<file path="config.mk">
export PLATFORM = sky130hd
export DESIGN_NAME = gs_stream_serializer
export DESIGN_NICKNAME = d
export VERILOG_FILES = /design/src/rtl/gs_stream_serializer.sv
export SDC_FILE = /design/constraint.sdc
export NUM_CORES = 1
export LEC_CHECK = 0
export ABC_AREA = 0
export CAP_MARGIN = 30
export CELL_PAD_IN_SITES_DETAIL_PLACEMENT = 0
export CELL_PAD_IN_SITES_GLOBAL_PLACEMENT = 1
export CORE_AREA = 2 2 243 245
export CTS_BUF_LIST = sky130_fd_sc_hd__clkbuf_4
export DETAILED_ROUTE_END_ITERATION = 6
export DIE_AREA = 0 0 245 247
export HOLD_SLACK_MARGIN = 0.02
export PLACE_DENSITY = 0.84
export SYNTH_ARGS = -nofsm -noshare
export SYNTH_HDL_FRONTEND = slang
export SYNTH_SLANG_ARGS = --single-unit
</file>
<file path="constraint.sdc">
create_clock -name clk_lse -period 2.5 [get_ports clk_lse]
set_input_delay 0.375 -clock clk_lse [delete_from_list [all_inputs] [get_ports clk_lse]]
set_output_delay 0.375 -clock clk_lse [all_outputs]
set_load 0.02 [all_outputs]
</file>
<file path="src/rtl/gs_stream_serializer.sv">
// Framebuffer-to-driver serializer: fetches one 270-bit grayscale word per (mux, channel)
// and shifts each driver's 9-bit field out MSB-first, prefetching the next word into a holding register.
module gs_stream_serializer #(
  parameter int unsigned NB_DRIVERS  = 30,
  parameter int unsigned NB_CHANNELS = 48,
  parameter int unsigned GS_BITS     = 9,
  parameter int unsigned NB_MUX      = 8,
  parameter int unsigned ADDR_W      = 10
) (
  input  logic                          clk_lse,
  input  logic                          nrst,
  input  logic                          slice_start,
  input  logic                          buffer_select,
  output logic                          ram_rd,
  output logic [ADDR_W-1:0]             ram_addr,
  input  logic [NB_DRIVERS*GS_BITS-1:0] ram_dat,
  input  logic                          shift_en,
  output logic [NB_DRIVERS-1:0]         drivers_dat,
  output logic                          stream_ready,
  output logic                          slice_done,
  output logic                          underrun
);

  localparam int unsigned DW    = NB_DRIVERS * GS_BITS;
  localparam int unsigned CH_W  = $clog2(NB_CHANNELS);
  localparam int unsigned MUX_W = $clog2(NB_MUX);

  typedef enum logic [1:0] {IDLE, PREFETCH, STREAM} state_t;

  state_t            state_q, state_d;
  logic              start_q, start_d;
  logic              sel_q, sel_d;
  logic [MUX_W-1:0]  mux_q, mux_d;
  logic [CH_W-1:0]   ch_q, ch_d;
  logic [3:0]        bit_cnt_q, bit_cnt_d;
  logic              last_q, last_d;
  logic [DW-1:0]     shreg_q, shreg_d;
  logic [DW-1:0]     hold_q, hold_d;
  logic              hold_valid_q, hold_valid_d;
  logic              pend_q, pend_d;
  logic              rd_q, rd_d;
  logic [ADDR_W-1:0] addr_q, addr_d;
  logic              ready_q, ready_d;
  logic              done_q, done_d;
  logic              underrun_q, underrun_d;

  logic [DW-1:0]         shifted;
  logic [NB_DRIVERS-1:0] msbs;
  logic [CH_W-1:0]       next_ch;
  logic [MUX_W-1:0]      next_mux;
  logic                  at_last_addr;

  always_comb begin
    shifted = '0;
    msbs    = '0;
    for (int unsigned i = 0; i < NB_DRIVERS; i++) begin
      shifted[i*GS_BITS +: GS_BITS] = {shreg_q[i*GS_BITS +: GS_BITS-1], 1'b0};
      msbs[i]                       = shreg_q[i*GS_BITS + GS_BITS - 1];
    end
  end

  assign drivers_dat = (state_q == STREAM) ? msbs : '0;

  // mux/ch always hold the most recently issued read address
  assign next_ch      = (ch_q == '0) ? CH_W'(NB_CHANNELS - 1) : ch_q - CH_W'(1);
  assign next_mux     = (ch_q == '0) ? mux_q + MUX_W'(1) : mux_q;
  assign at_last_addr = (mux_q == MUX_W'(NB_MUX - 1)) && (ch_q == '0);

  always_comb begin
    state_d      = state_q;
    start_d      = start_q;
    sel_d        = sel_q;
    mux_d        = mux_q;
    ch_d         = ch_q;
    bit_cnt_d    = bit_cnt_q;
    last_d       = last_q;
    shreg_d      = shreg_q;
    hold_d       = hold_q;
    hold_valid_d = hold_valid_q;
    pend_d       = rd_q;
    rd_d         = 1'b0;
    addr_d       = addr_q;
    ready_d      = ready_q;
    done_d       = 1'b0;
    underrun_d   = underrun_q;

    if (slice_start) begin
      state_d      = IDLE;
      start_d      = 1'b1;
      sel_d        = buffer_select;
      mux_d        = '0;
      ch_d         = CH_W'(NB_CHANNELS - 1);
      bit_cnt_d    = '0;
      last_d       = 1'b0;
      hold_valid_d = 1'b0;
      ready_d      = 1'b0;
      underrun_d   = 1'b0;
    end else begin
      if (shift_en && !ready_q) underrun_d = 1'b1;
      case (state_q)
        IDLE: begin
          if (start_q) begin
            start_d = 1'b0;
            rd_d    = 1'b1;
            addr_d  = {sel_q, mux_q, ch_q};
            state_d = PREFETCH;
          end
        end
        PREFETCH: begin
          if (pend_q) begin
            shreg_d   = ram_dat;
            bit_cnt_d = '0;
            rd_d      = 1'b1;
            ch_d      = next_ch;
            mux_d     = next_mux;
            addr_d    = {sel_q, next_mux, next_ch};
            ready_d   = 1'b1;
            state_d   = STREAM;
          end
        end
        STREAM: begin
          if (pend_q) begin
            hold_d       = ram_dat;
            hold_valid_d = 1'b1;
          end
          if (shift_en) begin
            if (bit_cnt_q == 4'(GS_BITS - 1)) begin
              if (last_q) begin
                ready_d = 1'b0;
                done_d  = 1'b1;
                state_d = IDLE;
              end else begin
                shreg_d      = hold_valid_q ? hold_q : '0;
                hold_valid_d = 1'b0;
                bit_cnt_d    = '0;
                if (!hold_valid_q) underrun_d = 1'b1;
                if (at_last_addr) begin
                  last_d = 1'b1;
                end else begin
                  rd_d   = 1'b1;
                  ch_d   = next_ch;
                  mux_d  = next_mux;
                  addr_d = {sel_q, next_mux, next_ch};
                end
              end
            end else begin
              shreg_d   = shifted;
              bit_cnt_d = bit_cnt_q + 4'd1;
            end
          end
        end
        default: state_d = IDLE;
      endcase
    end
  end

  always_ff @(posedge clk_lse) begin
    if (!nrst) begin
      state_q      <= IDLE;
      start_q      <= 1'b0;
      sel_q        <= 1'b0;
      mux_q        <= '0;
      ch_q         <= '0;
      bit_cnt_q    <= '0;
      last_q       <= 1'b0;
      shreg_q      <= '0;
      hold_q       <= '0;
      hold_valid_q <= 1'b0;
      pend_q       <= 1'b0;
      rd_q         <= 1'b0;
      addr_q       <= '0;
      ready_q      <= 1'b0;
      done_q       <= 1'b0;
      underrun_q   <= 1'b0;
    end else begin
      state_q      <= state_d;
      start_q      <= start_d;
      sel_q        <= sel_d;
      mux_q        <= mux_d;
      ch_q         <= ch_d;
      bit_cnt_q    <= bit_cnt_d;
      last_q       <= last_d;
      shreg_q      <= shreg_d;
      hold_q       <= hold_d;
      hold_valid_q <= hold_valid_d;
      pend_q       <= pend_d;
      rd_q         <= rd_d;
      addr_q       <= addr_d;
      ready_q      <= ready_d;
      done_q       <= done_d;
      underrun_q   <= underrun_d;
    end
  end

  assign ram_rd       = rd_q;
  assign ram_addr     = addr_q;
  assign stream_ready = ready_q;
  assign slice_done   = done_q;
  assign underrun     = underrun_q;

endmodule
</file>
==> results of run 1 <==
-- registers in the layout, summed over array words and instances (netlist names), 2 cells and up --
signal	count
bit_cnt_q	4
ch_q	6
hold_q	270
mux_q	3
ram_addr	10
shreg_q	270
state_q	2
-- where the power goes --
| part | leakage, nW | switching, mW | total, mW | internal, mW |
|---|---|---|---|---|
| logic | 6.98 | 0.840 | 2.06 | 1.22 |
| registers | 4.64 | 0.120 | 9.47 | 9.35 |
| clock network | 1.17 | 3.97 | 8.42 | 4.46 |
-- path summary, 6_finish.rpt --
path	to	start	cells after the start	slack [ps]
max reg2reg	shreg_q[215]	state_q[0]	15	-110
min	underrun	shift_en	4	210
min reg2reg	hold_q[268]	hold_q[268]	2	460
max	shreg_q[215]	state_q[0]	15	-110
-- routing by layer --
layer	share of wire (%)	vias up	track usage [%]	wire, µm
met5	0.016	-	0	13
met4	2.4	2	9.702	1950
met3	6.1	129	5.958	4849
met2	48	829	40.73	38720
met1	43	11830	30.53	34400
li1	-	11730	-	-
-- kinds of logic after synthesis --
kind of cell | Yosys count | share of synthesized area, %
compound gates | 1122 | 29.48
xor+xnor | 3 | 0.1066
fa+ha+maj | 10 | 0.5076
buf+inv | 289 | 5.000
flops | 574 | 46.62
mux | 16 | 0.6548
simple gates | 922 | 17.63
-- critical path: stages (launching register included) --
cell	delay [ps]
sky130_fd_sc_hd__dfxtp_2	340
sky130_fd_sc_hd__inv_2	50
sky130_fd_sc_hd__ha_4	210
sky130_fd_sc_hd__buf_6	140
sky130_fd_sc_hd__buf_4	140
sky130_fd_sc_hd__buf_4	140
sky130_fd_sc_hd__buf_6	120
sky130_fd_sc_hd__and3_4	150
sky130_fd_sc_hd__nor3_4	310
sky130_fd_sc_hd__buf_6	160
sky130_fd_sc_hd__buf_12	140
sky130_fd_sc_hd__buf_12	140
sky130_fd_sc_hd__buf_12	120
sky130_fd_sc_hd__clkbuf_16	140
sky130_fd_sc_hd__o21ai_1	70
sky130_fd_sc_hd__a21oi_1	160
-- placed cells by master (no fill, tap or decap), types with 15 or more instances in the layout --
master                            count
sky130_fd_sc_hd__buf_6               40
sky130_fd_sc_hd__dlygate4sd3_1      272
sky130_fd_sc_hd__and2_4              26
sky130_fd_sc_hd__clkinv_1            22
sky130_fd_sc_hd__o21ai_0            202
sky130_fd_sc_hd__nor2b_1            276
sky130_fd_sc_hd__nor2_1              20
sky130_fd_sc_hd__a221oi_1           241
sky130_fd_sc_hd__clkbuf_16           15
sky130_fd_sc_hd__dfxtp_1            572
sky130_fd_sc_hd__mux2i_1             15
sky130_fd_sc_hd__buf_4               72
sky130_fd_sc_hd__a21oi_1            299
sky130_fd_sc_hd__o21ai_1             72
sky130_fd_sc_hd__clkdlybuf4s50_1    283
sky130_fd_sc_hd__a21boi_0           271
sky130_fd_sc_hd__nand2_1            557
sky130_fd_sc_hd__clkbuf_4           234
sky130_fd_sc_hd__buf_12              42
-- final cells by class --
cell class | instances | area [µm²] | share of cell area [%]
clock buffer | 234 | 1757 | 5.049
antenna | 9 | 22.52 | 0.06472
timing repair buffer | 747 | 8230 | 23.65
inverter | 10 | 37.54 | 0.1079
sequential | 574 | 11500 | 33.04
clock inverter | 35 | 202.7 | 0.5825
multi-input combinational | 2074 | 12080 | 34.72
tap | 773 | 967.2 | 2.780
-- repair_timing --
item | in CTS | in global routing
endpoints found under the hold margin | 332 | 0
pin swaps | 2 | 1
gates resized for setup | 210 | 105
endpoints found under the setup margin | 32 | 303
cloned | 5 | 20
hold buffers | 272 | 0
buffers inserted | 26 | 26
-- stage by stage --
| stage | cells | area (µm²) | utilization [%] | setup TNS (ps) |
|---|---|---|---|---|
| finish | 4456 | 34800 | 59.75 | -1101 |
| global route | 4452 | 34790 | 59.73 | -8100 |
| CTS | 4407 | 33930 | 58.26 | -3288 |
| detailed placement | 3837 | 28820 | 49.49 | 0 |
| global placement | 3837 | 28820 | 49.49 | 0 |
| floorplan | 2936 | 24650 | - | 0 |
==> results.md, run 1 <==
* Most instantiated library cell after synthesis: sky130_fd_sc_hd__dfxtp_1
* Weighted congestion at the end of routability-driven global placement at 0.7890
* Number of enable flip-flop cells after synthesis at 0
* PortBufs at 318
* Maximum vdd drop at 342.0 µV
* Setup slack after layout at -111.1 ps
* Top cells by count, synth: sky130_fd_sc_hd__dfxtp_1 (574), sky130_fd_sc_hd__nand2_1 (557), sky130_fd_sc_hd__a21oi_1 (309)
* Worst slew margin relative to its limit at 51.45%
* CTS root buf: sky130_fd_sc_hd__clkbuf_4
* Standard cell core area at 0.05824 mm²
* Number of search-and-repair iterations in the first detailed-routing pass at 6
* Wire length of the first global-routing pass at 120,900 µm
* Final cycle utilization of the critical path at 104.4%
* Category of the most critical setup path: register to register
* Most used flip-flop cell after synthesis: sky130_fd_sc_hd__dfxtp_1
* Count of final hold-check violations at 0
* Hold slack final at 212.3 ps
* Yosys warns at 0
* FILL cells at 4,885
* Number of instances in the synthesized netlist at 2,936
* Detailed-route via count at 24,520
* Fmax at 0.3830 GHz
* Startpoint class of the critical path: register
* Row count at 89
* Fin Clk Skew at 55.33 ps
* Final HPWL DP at 43,080 µm
* Number of global-route vias before repair at 23,800
* Starting density of the core at 42.32%
* Clock tree from TritonCTS: built
* Full die area at 0.06052 mm²
* Top cell type's share of synthesized area at 46.62%
* Top cells by area, synth: sky130_fd_sc_hd__dfxtp_1 (47%), sky130_fd_sc_hd__a221oi_1 (8.6%), sky130_fd_sc_hd__nand2_1 (8.5%), sky130_fd_sc_hd__a21boi_0 (8.3%), sky130_fd_sc_hd__nor2b_1 (7.0%)
* Failing checks: setup timing
* Global-route congestion overflow total at 0
* Sequential area share after synthesis at 46.62%
* Unrepaired setup endpoints after global routing: yes
* Number of distinct library cell variants in the gate-level netlist after synthesis at 45
* Growth of design area from synthesis to finish at 41.16%
* Remaining number of nets flagged by the antenna check after routing at 0
* Clock sink count at 574
* Vias per cell at 5.504
* Static Leakage at 12.80 nW
* Antenna violations before repair at 6
* TritonCTS Buffers at 158
* Final min period at 2611 ps
* Synthesized cell area at 0.02465 mm²
* Mean instance size in the synthesized netlist at 8.396 µm²
* Pin count of the biggest net entering global routing at 107
* Largest area contributor in the synthesized netlist: sky130_fd_sc_hd__dfxtp_1
* CTS H-tree depth at 4
* Tightest Hold Check Type: input port to register
* # IOs at 319
* Maximum fanout count along the critical path at 7
* Clock edge transition at the registers on the reported setup and hold paths at 60 ps
* Cell area power density at 573.2 mW/mm²
* Largest buffer count on any clock path at 3
* Die Span Y at 247 µm
* X dimension of the die at 245 µm
* Async set-or-reset flop fraction in the synthesized netlist at 0%
* WL per Instance at 17.94 µm
* Number of synthesized register bits at 574
* Outcome: finished with violations
* Final max-slew violation count at 0
* Initial detailed-routing violation count at 1,915
* Max-capacitance violation count at 0
* Arrival time of the worst setup path at 3500 ps
* Post-Place Worst Slack at 162.0 ps
* Overall track demand over capacity in global routing at 24.50%
* Crit end category: register
* Ratio of cells with drive above 1 in the final layout at 13.31%
* Count of final setup violators at 26
* Least-Margin Pin Slew at 728.2 ps
* Final Net Count at 3,850
* Post-Route WL at 79,940 µm
* Crit path required time at 3390 ps
* Design Power at 19.94 mW
* Worst-Skew Late Latency at 980 ps
* Number of nets produced by synthesis at 3,221
* Count of unresolved DRC violations after routing at 0
Note: power is estimated with default switching activity, not from simulation.
==> run 2: changes to the inputs <==
CTS_CLUSTER_SIZE = 30   (was default)
SLEW_MARGIN = 20   (was default)
==> results of run 2 <==
Final layout, timing and power as in run 1 (identical DEF).
==> patch (flow settings as in run 1) <==
Make the reset (`nrst`) asynchronous in one clocked block.
--- a/src/rtl/gs_stream_serializer.sv
+++ b/src/rtl/gs_stream_serializer.sv
@@ -154,7 +154,7 @@
     end
   end
 
-  always_ff @(posedge clk_lse) begin
+  always_ff @(posedge clk_lse or negedge nrst) begin
     if (!nrst) begin
       state_q      <= IDLE;
       start_q      <= 1'b0;
Check against the original RTL: not settled (the Yosys comparison gave no result); the edit may change what the design does.
==> patch against run 1 <==
Die area unchanged. Cell area increased by 7.1%. Highest routed layer unchanged. Utilization increased by 4.2 points. Sequential cell count unchanged. Area after synthesis increased by 11%. Critical endpoint is now drivers_dat[0]. Via count decreased by 7.5%. Setup slack improved by 0.013 ns. Wire length decreased by 3.2%. Synthesized cell count decreased by 15%. Count of clock-buffer cells in the layout increased by 2. The flow still finishes with violations (negative setup slack).
Power is not compared: it rests on default switching activity, and its combinational part moved more than twofold at a synthesized area within 25%.
==> patch: results (changes against run 1) <==
cell with the biggest individual delay on the critical path = sky130_fd_sc_hd__dfrtp_1
Inserted Clock Buffers = 156 (-1.3%)
number of fill cells = 4370 (-11%)
post-synth cell types = 50 (+11%)
reg2reg setup slack = 0.05 ns (+0.16 ns)
first-pass GRT wire length = 123900 um (+2.5%)
data arrival time of the worst path = 2.22 ns (-1.28 ns)
Starting DRT DRC Count = 1621 (-15%)
antenna violations before repair = 8 (+2)
total setup violations reported at the end of the flow = 30 (+15%)
worst hold endpoint = hold_q[117]$_DFFE_PN0P_
Reg2Reg Capture Point = shreg_q[94]$_DFFE_PN0P_
number of cells on the worst reg-to-reg path = 9 (-6)
outcome = finished with violations
share of synthesized flip-flops with an asynchronous set or reset = 100.0% (+100 points)
Post-Syn Nets = 2779 (-14%)
Worst R2R Start = state_q[1]$_DFFE_PN0P_
vias in the first global route = 23490 (-1.3%)
sum of routed wire length over all layers = 77410 um (-3.2%)
Worst Slack Setup Final = -0.09786 ns (+0.01323 ns)
failing checks = negative setup slack
clock latency of the later-clocked register in the worst-skew pair = 1.04 ns (+0.06 ns)
# nets final = 3439 (-11%)
worst setup timing slack at the placement stage = -0.09426 ns (-0.2563 ns)
maximum number of pins on one net before global-route repair = 130 (+21%)
hold wc startpoint = ram_dat[117]
top cells by count, synth = sky130_fd_sc_hd__dfrtp_1, sky130_fd_sc_hd__mux2_2, sky130_fd_sc_hd__nand2_1
skew final = 0.09307 ns (+0.03774 ns)
slew at the pin closest to its max-slew limit = 0.7243 ns (-0.003966 ns)
global placer's final weighted congestion = 0.8224 (+4.2%)
leading post-synthesis cells by cell area = sky130_fd_sc_hd__dfrtp_1, sky130_fd_sc_hd__mux2_2, sky130_fd_sc_hd__a31oi_1, sky130_fd_sc_hd__nand3_1, sky130_fd_sc_hd__mux2_1
depth of the worst hold-timing path = 2 (-2)
sequential element share of the synthesized area = 52.36% (+5.7 points)
HPWL after detailed placement = 45830 um (+6.4%)
## patch: worst max-delay path by stage
stage | from | end | cells past startpoint
2_1_floorplan | state_q[0]$_DFFE_PN0P_ | ram_addr[0]$_DFFE_PN0P_ | 7
3_5_place_dp | shift_en | shreg_q[190]$_DFFE_PN0P_ | 7
5_1_grt | state_q[0]$_DFFE_PN0P_ | drivers_dat[0] | 6
4_1_cts | state_q[0]$_DFFE_PN0P_ | drivers_dat[29] | 6
3_3_place_gp | shift_en | shreg_q[30]$_DFFE_PN0P_ | 6
6_report | state_q[0]$_DFFE_PN0P_ | drivers_dat[0] | 6
## patch: layout make-up
class / count / area (um^2) / area share [%]
sequential: 574 / 14370 / 38.57
multi-input combinational: 1695 / 12200 / 32.75
timing repair buffer: 712 / 7518 / 20.18
clock buffer: 236 / 1772 / 4.756
tap: 773 / 967.2 / 2.596
clock inverter: 37 / 351.6 / 0.9438
inverter: 15 / 56.30 / 0.1511
antenna: 8 / 20.02 / 0.05374
## patch: metrics by stage
step                      utilization, %  area (um^2)  TNS (ns)  instances
after floorplan                        -        27430         0       2494
after global placement             55.14        32110    -21.72       3490
after detailed placement           55.14        32110    -10.30       3490
after CTS                          63.72        37110    -5.721       4032
after global routing               63.96        37250    -6.439       4049
final                              63.97        37250    -1.310       4050
## patch: routing by layer
metal | share of wire [%] | track usage (%)
met5 | 0.050 | 0
met4 | 3.2 | 10.89
met3 | 5.3 | 5.568
met2 | 49 | 41.88
met1 | 43 | 33.44
## patch: repair_timing
item	in CTS	in global routing
hold buffers	244	0
gates resized for setup	207	19
setup endpoints to repair	33	237
pin swaps	0	2
cloned	5	3
buffers inserted	20	9
endpoints found under the hold margin	820	0
## patch: cells by family (layout without fill, tap and decap cells)
group           Yosys count  count (layout)  synth area share (%)
compound gates          318             318                 7.904
xor+xnor                  2               2               0.06386
fa+ha+maj                10              10                0.4561
buf+inv                 225            1000                 3.512
flops                   574             574                 52.36
mux                     559             559                 22.92
other cells               0               8                     0
simple gates            806             806                 12.78
## patch: power by group
group	internal (mW)	total [mW]	switching, mW
Combinational	7.04	12.4	5.40
Sequential	13.6	15.9	2.24
Clock	5.02	9.02	4.01
Total	25.7	37.3	11.6
